$ cat src/rtl/iter_div_unit.sv
// Sequential radix-2 non-restoring integer divider with signed/unsigned modes,
// division-by-zero and signed-overflow fast paths, tag pass-through and kill.
module iter_div_unit #(
    parameter int WIDTH = 32,
    parameter int TAG_W = 4
) (
    input  logic             clk,
    input  logic             rst_n,
    input  logic             in_valid,
    output logic             in_ready,
    input  logic             in_signed,
    input  logic [WIDTH-1:0] in_dividend,
    input  logic [WIDTH-1:0] in_divisor,
    input  logic [TAG_W-1:0] in_tag,
    input  logic             kill,
    output logic             out_valid,
    input  logic             out_ready,
    output logic [WIDTH-1:0] out_quotient,
    output logic [WIDTH-1:0] out_remainder,
    output logic [TAG_W-1:0] out_tag,
    output logic             out_div_by_zero,
    output logic             out_overflow,
    output logic             busy
);

    localparam int CNT_W = $clog2(WIDTH);

    typedef enum logic [1:0] {
        IDLE = 2'd0,
        ITER = 2'd1,
        FIX  = 2'd2,
        DONE = 2'd3
    } state_t;

    state_t             state_r;
    logic [WIDTH:0]     prem_r;
    logic [WIDTH-1:0]   quo_r;
    logic [WIDTH-1:0]   dvsr_r;
    logic [CNT_W-1:0]   cnt_r;
    logic               neg_q_r;
    logic               neg_r_r;
    logic               dbz_r;
    logic               ovf_r;

    logic               sign_z_s;
    logic               sign_d_s;
    logic [WIDTH-1:0]   mag_z_s;
    logic [WIDTH-1:0]   mag_d_s;
    logic               is_zero_s;
    logic               is_ovf_s;
    logic [WIDTH:0]     shifted_s;
    logic [WIDTH:0]     next_p_s;
    logic [WIDTH:0]     rem_fix_s;
    logic [WIDTH-1:0]   min_val_s;

    function automatic logic [WIDTH-1:0] neg2(input logic [WIDTH-1:0] v);
        return ~v + {{(WIDTH-1){1'b0}}, 1'b1};
    endfunction

    // Operand decode: signs, magnitudes and special-case detection on the request.
    always_comb begin
        min_val_s = {1'b1, {(WIDTH-1){1'b0}}};
        sign_z_s  = in_signed & in_dividend[WIDTH-1];
        sign_d_s  = in_signed & in_divisor[WIDTH-1];
        mag_z_s   = sign_z_s ? neg2(in_dividend) : in_dividend;
        mag_d_s   = sign_d_s ? neg2(in_divisor) : in_divisor;
        is_zero_s = (in_divisor == {WIDTH{1'b0}});
        is_ovf_s  = in_signed && (in_dividend == min_val_s) && (in_divisor == {WIDTH{1'b1}});
    end

    // One non-restoring step plus the final remainder correction.
    always_comb begin
        shifted_s = {prem_r[WIDTH-1:0], quo_r[WIDTH-1]};
        if (prem_r[WIDTH]) begin
            next_p_s  = shifted_s + {1'b0, dvsr_r};
            rem_fix_s = prem_r + {1'b0, dvsr_r};
        end else begin
            next_p_s  = shifted_s - {1'b0, dvsr_r};
            rem_fix_s = prem_r;
        end
    end

    // Control FSM and registered result/handshake outputs.
    always_ff @(posedge clk or negedge rst_n) begin
        if (!rst_n) begin
            state_r         <= IDLE;
            prem_r          <= {(WIDTH+1){1'b0}};
            quo_r           <= {WIDTH{1'b0}};
            dvsr_r          <= {WIDTH{1'b0}};
            cnt_r           <= {CNT_W{1'b0}};
            neg_q_r         <= 1'b0;
            neg_r_r         <= 1'b0;
            dbz_r           <= 1'b0;
            ovf_r           <= 1'b0;
            in_ready        <= 1'b1;
            busy            <= 1'b0;
            out_valid       <= 1'b0;
            out_quotient    <= {WIDTH{1'b0}};
            out_remainder   <= {WIDTH{1'b0}};
            out_tag         <= {TAG_W{1'b0}};
            out_div_by_zero <= 1'b0;
            out_overflow    <= 1'b0;
        end else if (kill) begin
            state_r   <= IDLE;
            in_ready  <= 1'b1;
            busy      <= 1'b0;
            out_valid <= 1'b0;
        end else begin
            case (state_r)
                IDLE: begin
                    if (in_valid) begin
                        out_tag  <= in_tag;
                        in_ready <= 1'b0;
                        busy     <= 1'b1;
                        // Special cases preload FIX with the final answer so the
                        // result appears exactly one cycle after accept.
                        if (is_zero_s) begin
                            quo_r   <= {WIDTH{1'b1}};
                            prem_r  <= {1'b0, in_dividend};
                            neg_q_r <= 1'b0;
                            neg_r_r <= 1'b0;
                            dbz_r   <= 1'b1;
                            ovf_r   <= 1'b0;
                            state_r <= FIX;
                        end else if (is_ovf_s) begin
                            quo_r   <= min_val_s;
                            prem_r  <= {(WIDTH+1){1'b0}};
                            neg_q_r <= 1'b0;
                            neg_r_r <= 1'b0;
                            dbz_r   <= 1'b0;
                            ovf_r   <= 1'b1;
                            state_r <= FIX;
                        end else begin
                            quo_r   <= mag_z_s;
                            dvsr_r  <= mag_d_s;
                            prem_r  <= {(WIDTH+1){1'b0}};
                            cnt_r   <= CNT_W'(WIDTH-1);
                            neg_q_r <= sign_z_s ^ sign_d_s;
                            neg_r_r <= sign_z_s;
                            dbz_r   <= 1'b0;
                            ovf_r   <= 1'b0;
                            state_r <= ITER;
                        end
                    end else begin
                        state_r <= IDLE;
                    end
                end
                ITER: begin
                    prem_r <= next_p_s;
                    quo_r  <= {quo_r[WIDTH-2:0], ~next_p_s[WIDTH]};
                    if (cnt_r == {CNT_W{1'b0}}) begin
                        state_r <= FIX;
                    end else begin
                        cnt_r <= cnt_r - {{(CNT_W-1){1'b0}}, 1'b1};
                    end
                end
                FIX: begin
                    out_quotient    <= neg_q_r ? neg2(quo_r) : quo_r;
                    out_remainder   <= neg_r_r ? neg2(rem_fix_s[WIDTH-1:0]) : rem_fix_s[WIDTH-1:0];
                    out_div_by_zero <= dbz_r;
                    out_overflow    <= ovf_r;
                    out_valid       <= 1'b1;
                    state_r         <= DONE;
                end
                DONE: begin
                    if (out_ready) begin
                        out_valid <= 1'b0;
                        in_ready  <= 1'b1;
                        busy      <= 1'b0;
                        state_r   <= IDLE;
                    end else begin
                        state_r <= DONE;
                    end
                end
                default: begin
                    state_r   <= IDLE;
                    in_ready  <= 1'b1;
                    busy      <= 1'b0;
                    out_valid <= 1'b0;
                end
            endcase
        end
    end

endmodule
$ cat config.mk
export PLATFORM = sky130hd
export DESIGN_NAME = iter_div_unit
export DESIGN_NICKNAME = d
export VERILOG_FILES = /design/src/rtl/iter_div_unit.sv
export SDC_FILE = /design/constraint.sdc
export NUM_CORES = 1
export LEC_CHECK = 0
export ABC_AREA = 1
export ABC_CLOCK_PERIOD_IN_PS = 3300
export CAP_MARGIN = 30
export CORE_AREA = 2 2 183 257
export CTS_BUF_LIST = sky130_fd_sc_hd__clkbuf_4 sky130_fd_sc_hd__clkbuf_8 sky130_fd_sc_hd__clkbuf_16
export CTS_CLUSTER_DIAMETER = 60
export DETAILED_ROUTE_END_ITERATION = 10
export DIE_AREA = 0 0 185 259
export GPL_ROUTABILITY_DRIVEN = 0
export GPL_TIMING_DRIVEN = 0
export MAX_ROUTING_LAYER = met4
export PLACE_DENSITY_LB_ADDON = 0.1
export RECOVER_POWER = 100
export SYNTH_ARGS = -nofsm -noshare
export SYNTH_HDL_FRONTEND = slang
export SYNTH_SLANG_ARGS = --single-unit
$ cat constraint.sdc
create_clock -name clk -period 3.3 [get_ports clk]
set_clock_uncertainty 0.1 [all_clocks]
set_input_delay 0.66 -clock clk [delete_from_list [all_inputs] [get_ports clk]]
set_output_delay 0.66 -clock clk [all_outputs]
set_load 0.03 [all_outputs]
==> metrics <==
result of the run=finished, violations left; post-synthesis instance area=15900 µm²; die outline width=185 µm; die extent in y=259 µm; Reg clk slew, reported paths=0.09 ns; fin nets=2838; drt via density=5.29; switch share=54.5%; CTS tree=done; Compound-Gate Fraction of Synth Area=15.0%; worst-case setup margin in the final layout=-0.549 ns; Slowest-stage cell, CP=sky130_fd_sc_hd__dfrtp_2; via count of the routed design=17.6k; number of failing hold endpoints at the final stage=0; total instance count after detailed placement=3211; latest clock arrival within the worst-skew pair=0.47 ns; Top FF cell, synth=sky130_fd_sc_hd__dfrtp_1; Layout Utilization=45.1%; post-synth top area cell=sky130_fd_sc_hd__dfrtp_1; initial core utilization=34.8%; fraction of final layout cells sized beyond drive strength 1=15.3%; GRT Resource Usage Total=28.0%; Core Footprint=45600 µm²; worst-path maximum fanout=3; most frequent cell after synthesis=sky130_fd_sc_hd__nand2_1; distinct cell type count of the synthesized netlist=50; dominant combinational cell family by area after synthesis=simple AND/OR/NAND/NOR gates; Leak=9.67 nW; number of max-capacitance violations reported=1; Cells after Synth=2447; number of top-level pins=147; switching power of the nets=0.0126 W; flip-flop and latch count after synthesis=181; number of levels in the clock H-tree=4; antenna cells=0; share of power burned in the clock network=9.3%; Synth Net Count=2594; number of flops mapped to enable cells by yosys=0; TritonCTS buffer count=17; share of synthesized area occupied by flip-flops and latches=28.5%; part of the power in registers=19.4%; fraction of power consumed by combinational cells=71.2%; total die area=47900 µm²; RSZ-0062 raised after global routing=yes; proportion of netlist area held by the largest area contributor=28.4%; Max Root-Sink Buffers=2; Std-Cell Rows=93; wire length of the first global-routing pass=97.9 mm; filler-free cell count of the finished design=3321; via count of the first global-routing pass=16.9k; number of warnings issued by yosys=0; Synth Area in Adders=5.85%; post-synthesis share of cell area spent on xor and xnor gates=7.83%; Worst Path Required=3.52 ns; critical path's most frequent cell=sky130_fd_sc_hd__a21oi_2; pins over their slew limit=66; violated checks=max-capacitance violations, max-slew violations, negative setup slack; average cell area after synthesis=6.49 µm²; Relative slew margins=-8.42%; Routed wire per std cell=19.9 µm; half-perimeter wire length after detailed placement=52.8 mm; pwr/cell area=1120 nW/µm²; commonest cells in the synthesized netlist=672 x sky130_fd_sc_hd__nand2_1, 306 x sky130_fd_sc_hd__inv_1, 240 x sky130_fd_sc_hd__nor2_1; part of the cycle the worst path needs=117%; type of the worst setup path=flip-flop to flip-flop; list of cells traversed by the critical path=nor3_4 > nand4_1 > nor2_2 > nand3_2 > nor3_4 > a21oi_2 > nor2_2 > buf_4 > xor2_1 > ha_1 > a21oi_2 > buf_4 > inv_2 > a21oi_4 > inv_2 > a21oi_2 > nor3_2 > nor4_2 > a21oi_1 > o21ai_2 > o21ai_1; Arrival @ worst endpoint=4.07 ns; biggest area contributors in the synthesized netlist=sky130_fd_sc_hd__dfrtp_1 28%, sky130_fd_sc_hd__nand2_1 16%, sky130_fd_sc_hd__inv_1 7.2%; total clock sinks=181; first-pass iteration count of the detailed router=5; type of element capturing the critical path=flip-flop; number of DRC violations after detailed-routing iteration 0=1189; cell at the root of the clock tree=sky130_fd_sc_hd__clkbuf_16; synth-to-layout area growth=29.5%; quantity of I/O buffers inserted on ports=145; pin count of the biggest net entering global routing=118; hold crit path type=flip-flop to flip-flop; time the worst path needs with I/O delays and setup=3.85 ns; cell internal power dissipation=0.0105 W; sum of routed wire length over all layers=66.0 mm; FMAX=260 MHz; final number of setup-violating endpoints=87; residual DRC count=0; nature of the critical path startpoint=flip-flop; multiplexer share of the synthesized area=0%; Post-synth ARST share=100%; initial antenna violation count=0; Worst IR Drop VDD=0.607 mV; peak per-stage delay on the critical path=0.44 ns; measured slew at the worst slew-check pin=1.63 ns; global-route congestion overflow total=0; basic-gate share of the synthesized area counting and, or, nand and nor cells=33.4%; final antenna-violating net count=0
==> path summary, 6_finish.rpt <==
path / cells past startpoint / start / end / slack (ns)
worst max-delay path: 21 / dvsr_r[0] / prem_r[30] / -0.55
worst min-delay path: 2 / in_ready / in_ready / 0.37
worst max register to register: 21 / dvsr_r[0] / prem_r[30] / -0.55
worst min register to register: 2 / in_ready / in_ready / 0.37
max in group asynchronous: 2 / rst_n / prem_r[16] / 0.68
min in group asynchronous: 1 / rst_n / out_remainder[16] / 0.49
==> power by group through the flow <==
stage / clock network [W] / logic, W / registers [W]
2_1_floorplan: 0 / 0.00819 / 0.00468
3_3_place_gp: 0 / 0.0127 / 0.00444
3_5_place_dp: 0 / 0.0128 / 0.00444
4_1_cts: 0.00217 / 0.0144 / 0.00441
5_1_grt: 0.00226 / 0.0179 / 0.00455
6_report: 0.00215 / 0.0164 / 0.00449
==> timing repair <==
action                                  CTS  global route
pin swaps                                51            97
resized for setup                       147           214
hold buffers                              0             0
cloned                                    0             1
endpoints found under the setup margin   77           106
setup buffers                            38            46
==> cells by family after synthesis <==
group                      count (synthesis)
adders and majority gates                 73
and+or+nand+nor                         1240
AOI/OAI and AO/OA                        428
xor gates and xnor gates                 142
buffers and inverters                    383
DFF                                      181
==> critical path: cells and delay by family (launching register included) <==
kind | cells | cell delay [ns]
and+or+nand+nor | 8 | 1.46
xor gates and xnor gates | 1 | 0.14
AOI/OAI and AO/OA | 7 | 0.94
DFF | 1 | 0.44
buffers and inverters | 4 | 0.36
adders and majority gates | 1 | 0.29
==> cell usage in the layout, fill, tap and decap left out, types with 16 or more instances in the layout <==
cell,Yosys,routed
sky130_fd_sc_hd__a21oi_1,120,90
sky130_fd_sc_hd__a21oi_2,0,23
sky130_fd_sc_hd__a31oi_1,28,27
sky130_fd_sc_hd__buf_4,1,74
sky130_fd_sc_hd__clkbuf_1,47,46
sky130_fd_sc_hd__clkbuf_16,0,18
sky130_fd_sc_hd__clkdlybuf4s50_1,0,70
sky130_fd_sc_hd__dfrtp_1,180,168
sky130_fd_sc_hd__dlygate4sd3_1,0,73
sky130_fd_sc_hd__ha_1,71,46
sky130_fd_sc_hd__ha_2,0,16
sky130_fd_sc_hd__inv_1,306,291
sky130_fd_sc_hd__inv_2,5,18
sky130_fd_sc_hd__nand2_1,672,619
sky130_fd_sc_hd__nand2_2,7,46
sky130_fd_sc_hd__nand3_1,174,155
sky130_fd_sc_hd__nand4_1,43,43
sky130_fd_sc_hd__nor2_1,240,209
sky130_fd_sc_hd__nor2_2,8,26
sky130_fd_sc_hd__nor3_1,40,38
sky130_fd_sc_hd__o21ai_0,185,155
sky130_fd_sc_hd__o21ai_1,24,34
sky130_fd_sc_hd__o21ai_2,5,22
sky130_fd_sc_hd__xnor2_1,33,31
sky130_fd_sc_hd__xor2_1,109,107
==> area by class of cell <==
class / instances / area, µm²
Clock buffer: 18 / 439
Fill cell: 4800 / 25100
Multi-Input combinational cell: 1883 / 11000
Sequential cell: 181 / 4550
Clock inverter: 14 / 156
Timing Repair Buffer: 227 / 2120
Inverter: 314 / 1180
Tap cell: 617 / 772
Buffer: 67 / 389
==> flip-flops by register name, indices dropped and copies added (netlist names), 2 cells and up <==
| register | cells |
|---|---|
| out_quotient | 32 |
| dvsr_r | 32 |
| cnt_r | 5 |
| prem_r | 33 |
| state_r | 2 |
| out_tag | 4 |
| out_remainder | 32 |
| quo_r | 32 |
==> stage by stage <==
stage          worst slack [ns]  power [W]  TNS [ns]  hold WS (ns)  cell area (µm²)
2_1_floorplan           -0.0155     0.0129   -0.0155         0.264            15900
3_3_place_gp              -6.29     0.0172  -1190.39         0.357            18100
3_5_place_dp              -1.46     0.0173    -62.36         0.364            18200
4_1_cts                  -0.494     0.0209     -5.17        0.0427            19500
5_1_grt                  -0.744     0.0247    -31.42         0.393            20600
6_report                 -0.549     0.0231    -12.51         0.370            20600
==> metal layers <==
metal  GRT usage [%]  part of all wire [%]  routed length (µm)  vias to the layer above
met3            2.48                   4.7                3110                      230
met5               -                     0                   0                        -
met2            48.4                    49               32600                      642
met4            17.7                   7.2                4740                        0
met1            30.8                    39               25600                     8178
li1                -                     -                   -                     8519
Power figures use the tool's default switching activity.
